`config.mk`:
```
export PLATFORM = sky130hd
export DESIGN_NAME = max7219_word_scheduler_flat
export DESIGN_NICKNAME = d
export VERILOG_FILES = /design/src/rtl/max7219_word_scheduler_if.sv /design/src/rtl/max7219_word_scheduler.sv /design/src/flat_wrapper.sv
export SDC_FILE = /design/constraint.sdc
export NUM_CORES = 1
export LEC_CHECK = 0
export ABC_CLOCK_PERIOD_IN_PS = 5000
export CAP_MARGIN = 10
export CORE_MARGIN = 2
export CORE_UTILIZATION = 50
export CTS_CLUSTER_DIAMETER = 60
export DETAILED_ROUTE_END_ITERATION = 7
export PLACE_DENSITY_LB_ADDON = 0.05
export SLEW_MARGIN = 20
export SYNTH_ARGS = -nofsm -noshare
export SYNTH_HDL_FRONTEND = slang
export SYNTH_SLANG_ARGS = --single-unit
export TNS_END_PERCENT = 50
```
`constraint.sdc`:
```
create_clock -name clk -period 5 [get_ports clk]
set_input_delay 1.5 -clock clk [delete_from_list [all_inputs] [get_ports clk]]
set_output_delay 1.5 -clock clk [all_outputs]
set_load 0.02 [all_outputs]
```
`src/rtl/max7219_word_scheduler_if.sv`:
```
// -----------------------------------------------------------------------------
// max7219_word_scheduler_if
//   Byte-wide link between the MAX7219 word scheduler and the shared spi_master.
//   master modport: the scheduler (drives the byte and its start strobe).
//   slave  modport: the spi_master (reports busy and the byte-complete pulse).
//
//   spi_data   8  byte for spi_master data_in
//   spi_start  1  one-cycle start strobe
//   spi_busy   1  spi_master is shifting a byte
//   spi_avail  1  one-cycle pulse: byte shifted out
// -----------------------------------------------------------------------------
interface max7219_word_scheduler_if;
    logic [7:0] spi_data;
    logic       spi_start;
    logic       spi_busy;
    logic       spi_avail;

    modport master (
        output spi_data,
        output spi_start,
        input  spi_busy,
        input  spi_avail
    );

    modport slave (
        input  spi_data,
        input  spi_start,
        output spi_busy,
        output spi_avail
    );
endinterface

```
`src/rtl/max7219_word_scheduler.sv`:
```
// -----------------------------------------------------------------------------
// max7219_word_scheduler
//   Sequences 16-bit MAX7219 register writes (address byte, then data byte) onto
//   a byte-wide spi_master and owns the MAX7219 LOAD/CS pin, keeping it low
//   across both bytes of a word. After reset it runs the 5-word init job, then
//   serves requests from IDLE with priority reinit > intensity > frame.
//
//   clk           system clock
//   rst_n         asynchronous active-low reset
//   frame_req_i   level request: write frame_data_i to digit registers 1..8
//   frame_data_i  row r = bits [8r+7:8r], goes to digit register r+1
//   frame_ack_o   one-cycle pulse: frame captured, frame job entered
//   int_req_i     level request: write the intensity register
//   int_val_i     intensity value, captured at int_ack_o
//   int_ack_o     one-cycle pulse: int_val_i captured
//   reinit_req_i  level request: rerun the init job (no ack)
//   spi           byte link to spi_master (master side)
//   load_n_o      MAX7219 LOAD/CS, active-low; rising edge latches the word
//   ready_o       high only while idle after init has completed
// -----------------------------------------------------------------------------
module max7219_word_scheduler #(
    parameter logic [3:0] INIT_INTENSITY = 4'hA,
    parameter logic [2:0] SCAN_LIMIT     = 3'd7,
    parameter int         LOAD_GAP       = 4
) (
    input  logic        clk,
    input  logic        rst_n,
    input  logic        frame_req_i,
    input  logic [63:0] frame_data_i,
    output logic        frame_ack_o,
    input  logic        int_req_i,
    input  logic [3:0]  int_val_i,
    output logic        int_ack_o,
    input  logic        reinit_req_i,
    max7219_word_scheduler_if.master spi,
    output logic        load_n_o,
    output logic        ready_o
);

    localparam int GAP_W = (LOAD_GAP > 1) ? $clog2(LOAD_GAP) : 1;
    localparam logic [GAP_W-1:0] GAP_LAST = GAP_W'(LOAD_GAP - 1);

    typedef enum logic [2:0] {
        ST_IDLE,
        ST_HI_WAIT,
        ST_HI_SEND,
        ST_LO_WAIT,
        ST_LO_SEND,
        ST_GAP
    } state_e;

    typedef enum logic [1:0] {
        JOB_INIT,
        JOB_FRAME,
        JOB_INT
    } job_e;

    state_e           state_q, state_d;
    job_e             job_q, job_d;
    logic [2:0]       idx_q, idx_d;
    logic [GAP_W-1:0] gap_q, gap_d;
    logic             load_n_q, load_n_d;
    logic             start_q, start_d;
    logic [7:0]       spi_data_q, spi_data_d;

    // Latched request payloads; they only feed the datapath, so no reset.
    logic [63:0]      frame_q;
    logic [3:0]       int_q;
    logic             frame_cap, int_cap;
    logic [15:0]      cur_word;

    function automatic logic [15:0] word_of(input job_e job, input logic [2:0] idx,
                                            input logic [63:0] frame, input logic [3:0] ival);
        logic [15:0] w;
        w = 16'h0000;
        case (job)
            JOB_INIT: begin
                case (idx)
                    3'd0:    w = 16'h0C01;                         // leave shutdown
                    3'd1:    w = 16'h0900;                         // no BCD decode
                    3'd2:    w = {8'h0A, 4'h0, INIT_INTENSITY};
                    3'd3:    w = {8'h0B, 5'b0, SCAN_LIMIT};
                    default: w = 16'h0F00;                         // display test off
                endcase
            end
            JOB_FRAME: w = {({5'd0, idx} + 8'd1), frame[{idx, 3'b000} +: 8]};
            JOB_INT:   w = {8'h0A, 4'h0, ival};
            default:   w = 16'h0000;
        endcase
        return w;
    endfunction

    function automatic logic [2:0] last_idx(input job_e job);
        logic [2:0] l;
        case (job)
            JOB_INIT:  l = 3'd4;
            JOB_FRAME: l = 3'd7;
            default:   l = 3'd0;
        endcase
        return l;
    endfunction

    assign cur_word          = word_of(job_q, idx_q, frame_q, int_q);
    assign spi.spi_data      = spi_data_q;
    assign spi.spi_start     = start_q;
    assign load_n_o          = load_n_q;
    assign ready_o           = (state_q == ST_IDLE);

    always_comb begin
        state_d     = state_q;
        job_d       = job_q;
        idx_d       = idx_q;
        gap_d       = gap_q;
        load_n_d    = load_n_q;
        start_d     = 1'b0;
        spi_data_d  = spi_data_q;
        frame_ack_o = 1'b0;
        int_ack_o   = 1'b0;
        frame_cap   = 1'b0;
        int_cap     = 1'b0;

        case (state_q)
            ST_IDLE: begin
                if (reinit_req_i) begin
                    job_d   = JOB_INIT;
                    idx_d   = 3'd0;
                    state_d = ST_HI_WAIT;
                end else if (int_req_i) begin
                    int_ack_o = 1'b1;
                    int_cap   = 1'b1;
                    job_d     = JOB_INT;
                    idx_d     = 3'd0;
                    state_d   = ST_HI_WAIT;
                end else if (frame_req_i) begin
                    frame_ack_o = 1'b1;
                    frame_cap   = 1'b1;
                    job_d       = JOB_FRAME;
                    idx_d       = 3'd0;
                    state_d     = ST_HI_WAIT;
                end
            end
            // Start strobe and LOAD fall are registered together so the pin
            // drops in the same cycle the spi_master sees the address byte.
            ST_HI_WAIT: begin
                spi_data_d = cur_word[15:8];
                if (!spi.spi_busy) begin
                    start_d  = 1'b1;
                    load_n_d = 1'b0;
                    state_d  = ST_HI_SEND;
                end
            end
            ST_HI_SEND: begin
                if (spi.spi_avail) begin
                    state_d = ST_LO_WAIT;
                end
            end
            ST_LO_WAIT: begin
                spi_data_d = cur_word[7:0];
                if (!spi.spi_busy) begin
                    start_d = 1'b1;
                    state_d = ST_LO_SEND;
                end
            end
            // LOAD rises only after the data byte has fully shifted out.
            ST_LO_SEND: begin
                if (spi.spi_avail) begin
                    load_n_d = 1'b1;
                    gap_d    = '0;
                    state_d  = ST_GAP;
                end
            end
            ST_GAP: begin
                if (gap_q == GAP_LAST) begin
                    if (idx_q == last_idx(job_q)) begin
                        idx_d   = 3'd0;
                        state_d = ST_IDLE;
                    end else begin
                        idx_d   = idx_q + 3'd1;
                        state_d = ST_HI_WAIT;
                    end
                end else begin
                    gap_d = gap_q + GAP_W'(1);
                end
            end
            default: state_d = ST_IDLE;
        endcase
    end

    always_ff @(posedge clk or negedge rst_n) begin
        if (!rst_n) begin
            state_q    <= ST_HI_WAIT;
            job_q      <= JOB_INIT;
            idx_q      <= 3'd0;
            gap_q      <= '0;
            load_n_q   <= 1'b1;
            start_q    <= 1'b0;
            spi_data_q <= 8'h00;
        end else begin
            state_q    <= state_d;
            job_q      <= job_d;
            idx_q      <= idx_d;
            gap_q      <= gap_d;
            load_n_q   <= load_n_d;
            start_q    <= start_d;
            spi_data_q <= spi_data_d;
        end
    end

    always_ff @(posedge clk) begin
        if (frame_cap) begin
            frame_q <= frame_data_i;
        end
        if (int_cap) begin
            int_q <= int_val_i;
        end
    end

endmodule

```
`src/flat_wrapper.sv`:
```
// flat-port wrapper written by rule: the top's interface ports become plain ports
module max7219_word_scheduler_flat 
#(
    parameter logic [3:0] INIT_INTENSITY = 4'hA,
    parameter logic [2:0] SCAN_LIMIT     = 3'd7,
    parameter int         LOAD_GAP       = 4
)
  (clk, rst_n, frame_req_i, frame_data_i, frame_ack_o, int_req_i, int_val_i, int_ack_o, reinit_req_i, load_n_o, ready_o, spi_spi_data, spi_spi_start, spi_spi_busy, spi_spi_avail);
  max7219_word_scheduler_if spi_i ();
  input  logic clk;
  input  logic rst_n;
  input  logic frame_req_i;
  input  logic [63:0] frame_data_i;
  output logic frame_ack_o;
  input  logic int_req_i;
  input  logic [3:0] int_val_i;
  output logic int_ack_o;
  input  logic reinit_req_i;
  output logic load_n_o;
  output logic ready_o;
  output wire logic [$bits(spi_i.spi_data)-1:0] spi_spi_data;
  output wire logic [$bits(spi_i.spi_start)-1:0] spi_spi_start;
  input wire logic [$bits(spi_i.spi_busy)-1:0] spi_spi_busy;
  input wire logic [$bits(spi_i.spi_avail)-1:0] spi_spi_avail;
  assign spi_spi_data = spi_i.spi_data;
  assign spi_spi_start = spi_i.spi_start;
  assign spi_i.spi_busy = spi_spi_busy;
  assign spi_i.spi_avail = spi_spi_avail;
  max7219_word_scheduler #(.INIT_INTENSITY(INIT_INTENSITY), .SCAN_LIMIT(SCAN_LIMIT), .LOAD_GAP(LOAD_GAP)) u_core (.clk(clk), .rst_n(rst_n), .frame_req_i(frame_req_i), .frame_data_i(frame_data_i), .frame_ack_o(frame_ack_o), .int_req_i(int_req_i), .int_val_i(int_val_i), .int_ack_o(int_ack_o), .reinit_req_i(reinit_req_i), .spi(spi_i), .load_n_o(load_n_o), .ready_o(ready_o));
endmodule
```
# After elaboration in Yosys (flattened, before gate mapping)
# Index checks and enable logic that the tools add are counted.
# totals
ff_bits,88
inputBits,75
output_inout_bits,13
wordCells,86
# op_classes
add_sub_neg,3
n_eq_ne,19
shift,1
n_mux,40
n_reduce_logical,14
# op_table
cell,count
indexed part select 64 x 7 -> 8 bit,1
one-hot mux 16 bit (3 select lines),1
2-to-1 mux 3 bit,15
one-hot mux 11 bit (4 select lines),1
one-hot mux 3 bit (6 select lines),1
one-hot mux 8 bit (2 select lines),1
"equality test 3 x 2 -> 1 bit, second input constant",4
2-to-1 mux 1 bit,12
one-hot mux 3 bit (2 select lines),2
2-to-1 mux 2 bit,5
"inequality test 2 bit, second input constant",5
AND reduction 3 bit,3
nonzero test 2 bit,4
"equality test 3 x 1 -> 1 bit, second input constant",2
"equality test 3 bit, second input constant",2
zero test 3 bit,2
AND reduction 6 bit,1
"adder 3 x 1 -> 4 bit, second input constant",1
"equality test 2 bit, second input constant",2
"inequality test 4 bit, second input constant",1
one-hot mux 2 bit (2 select lines),1
"adder 3 x 1 -> 3 bit, second input constant",1
equality test 3 bit,1
nonzero test 3 bit,1
7 further kinds,7

# Longest topological paths before layout
# Gate-level depths: netlist (run 1).
# depth
depth_word,8
depth_mapped,7
ltp_nobuf,6

# Worst setup path before layout (run 1)
# OpenSTA, ideal clock, no wires.
# synth_path
path_type,input to output
start,input port reinit_req_i
end,output port frame_ack_o
arrival_time_ns,3.427
required_time_ns,3.500
setup_slack_ns,0.073
cell_stages,2
n_path_buf,0
path_cell_list,nor4_1 -> and3b_1
# synth_via
elab_chain_cells,2
# synth_rtl
element,line_no,rtl
start: declaration,flat_wrapper.sv:18,input logic reinit_req_i;
2-to-1 mux 1 bit,max7219_word_scheduler.sv:124,if (reinit_req_i) begin
2-to-1 mux 1 bit,max7219_word_scheduler.sv:122,case (state_q)
end: declaration,flat_wrapper.sv:14,output logic frame_ack_o;
# Every way passes these cells.

# Worst setup path in the final report (run 1)
# layout_path
start,input port reinit_req_i
end,output port int_ack_o
# layout_via
elab_chain_cells,2
# layout_rtl
element,line_no,rtl
2-to-1 mux 1 bit,max7219_word_scheduler.sv:124,
2-to-1 mux 1 bit,max7219_word_scheduler.sv:122,
end: declaration,flat_wrapper.sv:17,output logic int_ack_o;
# Every way passes these cells.

==> summary.txt, run 1 <==
Outcome
  • Status: completed

Worst setup path
  • Most Frequent Cell on Critical Path: clkdlybuf4s50_1
  • CP Capture Type: output port
  • Slowest CP cell: clkdlybuf4s50_1
  • CP required: 3.50 ns
  • Largest stage delay, worst path: 0.65 ns
  • Crit path DAT: 3.10 ns
  • Worst Setup Start Kind: input pin
  • Critical path class: in2out
  • Crit Path Max Fanout: 6
  • Bufs and invs on worst path: 2
  • Crit-path cells: clkdlybuf4s50_1 -> nor4_1 -> and2_1 -> clkdlybuf4s50_1
  • Delay-heaviest family, CP: buffers and inverters

Detailed routing
  • Via-to-Cell Ratio: 5.29
  • Routed WL: 7.10 mm
  • Via Count: 2,355
  • # DRC: 0
  • ANT nets after route: 0
  • DRT Pass-1 Iters: 4
  • Routed len/inst: 16.0 um
  • Drt first-iter violations: roughly 110

Timing
  • Max-slew violation count: 0
  • Final setup vio count: 0
  • Final period utilization: 0.920
  • Final critical-path setup slack: 0.399 ns
  • Setup TNS: 0 ns
  • RSZ-0062 raised after global routing: false
  • Max-Slew Margin vs Limit: 0.377
  • Worst slew pin tran: 0.932 ns
  • Clk_skew: around 0.006 ns
  • Hold Fails Final Rpt: 0
  • Crit path time final: 4.60 ns
  • Fmax: 0.217 GHz

Yosys
  • Synth Instances: 254
  • Count of cell types in the netlist: 50
  • Synth Register Bits: 88
  • Synth top area share: 0.527
  • Synth Flop Type: edfxtp_1
  • Yosys Warn Count: 0
  • XOR/XNOR Fraction of Synth Area: 0.00226
  • Largest family of logic cells by synthesized area: multiplexers
  • Seq/Total Area, Yosys: 0.657
  • Post-Synthesis Net Count: 335
  • Compound-Gate Fraction of Synth Area: 0.0849
  • Async SR Flop Fraction: 0.227
  • Area leader, netlist: edfxtp_1
  • Syn avg cell area: 15.3 um^2
  • Mux contribution to synthesized area: 0.105
  • Simple-gate portion of the synthesized area: 0.0856
  • Synth area leaders: edfxtp_1, dfrtp_1, mux2i_1
  • Mapped cell area: around 3900 um^2
  • Synth Area in Adders: 0.0194
  • Post-synth EDFFs: 68

Clock network
  • Clock transition at path regs: approximately 0.080 ns
  • Clk_lat worst skew: 0.35 ns
  • Hold-fix buffers, CTS: 0
  • CTS sink cnt: 88
  • Depth of the CTS H-tree: 3
  • Root buf cell: clkbuf_8
  • Setup bufs post-CTS: 0
  • TritonCTS clock tree: yes
  • Cts repair resizes: 0
  • CTS max path bufs: 2
  • TritonCTS Buffers: 9

Power
  • Tot Pwr: 0.00195 W
  • Peak supply drop: 0.214 mV
  • Pwr dens: between 300 and 400 nW/um^2
  • Leak: 1.72 nW

Floorplan
  • Num ports: 88
  • Core footprint: 7610 um^2
  • Die ar.: 8470 um^2
  • Initial Utilization: 0.509
  • Cell Rows: 32
  • Die Y: between 90 and 100 um
  • Die X-Extent: 92.0 um

GRT
  • Via count of the first global-routing pass: 2,336
  • First-pass GRT wire length: 11.4 mm
  • Antenna violations before repair: 0
  • Gr usage total: 0.178
  • Largest net degree at the start of global routing: 66
  • Grt ovf: 0

Cells and area
  • Antenna Cells: 0
  • Nets: 420
  • Layout area overhead: 27.1%
  • Commonest non-fill, non-tap cell in the layout: clkdlybuf4s50_1
  • Commonest non-fill, non-tap cells in the layout: clkdlybuf4s50_1, edfxtp_1, mux2i_1, dfrtp_1, nand2_1
  • Filler cells: 594
  • Layout cells sized above 1: 0.102

Placed design
  • Port buffer count: 87
  • GPL Wtd Cong: 0.770
  • DP Worst Slack: a little under 0.4 ns
  • Dpl hpwl: between 4 and 5 mm

Job
  • Max-cap viol count: 0

Min path
  • Hold Path Class: reg2reg
metrics by stage:
stage	cells	area, um^2	hold slack, ns	util
2_1_floorplan	254	3870	0.493	-
3_3_place_gp	430	4740	0.464	0.623
3_5_place_dp	430	4740	0.470	0.623
4_1_cts	445	4920	0.488	0.647
5_1_grt	445	4920	0.530	0.647
6_report	445	4920	0.481	0.647
final cells by class:
| type | instances | area, um^2 | share of cell area |
|---|---|---|---|
| Sequential cell | 88 | 2540 | 0.517 |
| Multi-Input combinational cell | 143 | 1150 | 0.234 |
| Timing Repair Buffer | 89 | 886 | 0.180 |
| Clock buffer | 10 | 128 | 0.0259 |
| Tap cell | 102 | 128 | 0.0259 |
| Clock inverter | 5 | 56.3 | 0.0114 |
| Inverter | 8 | 30.0 | 0.00610 |
cell usage after synthesis (2+ instances only):
cell type,count
mux4_1,3
dfstp_2,2
a21oi_1,5
a2111oi_0,3
edfxtp_1,68
buf_2,3
nor4_1,3
clkbuf_8,6
mux4_2,5
o21ai_0,10
a31oi_1,7
o221ai_1,2
a22oi_1,2
buf_4,2
ha_1,6
nand2_1,14
nor2b_1,3
mux2i_1,18
o31ai_1,3
nand3_1,7
buf_6,3
inv_1,7
nand3b_1,2
and2b_2,3
mux2_2,3
a21o_1,2
nand4_1,3
dfrtp_1,18
nand2b_1,5
nor3_1,3
nor2_1,9
a22o_1,6
logic make-up after synthesis:
| group | Yosys count |
|---|---|
| AOI/OAI and AO/OA | 47 |
| adders and majority gates | 6 |
| DFF | 88 |
| buffers and inverters | 23 |
| muxes | 29 |
| and+or+nand+nor | 60 |
| xor gates and xnor gates | 1 |
final timing paths:
path	from	end	slack (ns)	cells after the start
worst min-delay path	u_core.spi.spi_data[5]	u_core.spi.spi_data[5]	0.48	2
worst max-delay path	reinit_req_i	int_ack_o	0.40	4
max in group asynchronous	rst_n	u_core.spi.spi_data[2]	2.76	1
worst max register to register	u_core.state_q[1]	u_core.frame_q[15]	2.66	3
worst min register to register	u_core.spi.spi_data[5]	u_core.spi.spi_data[5]	0.48	2
min in group asynchronous	rst_n	u_core.gap_q[1]	1.67	1
power by group:
group | internal (W) | switching (W) | leakage (nW)
registers | 0.000888 | 0.000107 | 0.870
logic | 0.000249 | 0.000237 | 0.760
clock network | 0.000229 | 0.000243 | 0.0925
total | 0.00137 | 0.000587 | 1.72
registers in the layout, summed over array words and instances (netlist names):
register              flops
u_core.state_q            3
u_core.spi.spi_data       8
u_core.spi.spi_start      1
u_core.load_n_o           1
u_core.job_q              2
u_core.idx_q              3
u_core.frame_q           64
u_core.gap_q              2
u_core.int_q              4
worst min-delay path, delay by kind of cell, from the launching register on:
| family | cells | cell delay, ns |
|---|---|---|
| compound gates | 1 | 0.06 |
| flops | 1 | 0.34 |
| simple gates | 1 | 0.04 |
routing by layer:
layer  part of all wire  wire length (um)  track usage
met5                  0                 0            0
met2               0.50              3520        0.283
met4              0.010                74       0.0684
met1               0.46              3230        0.241
met3              0.038               269       0.0378
Note: power is estimated with default switching activity, not from simulation.
==> run 2, diff against run 1 <==
SLEW_MARGIN = not set   (was 20)
==> results of run 2 <==
Final layout, timing and power as in run 1 (identical DEF).
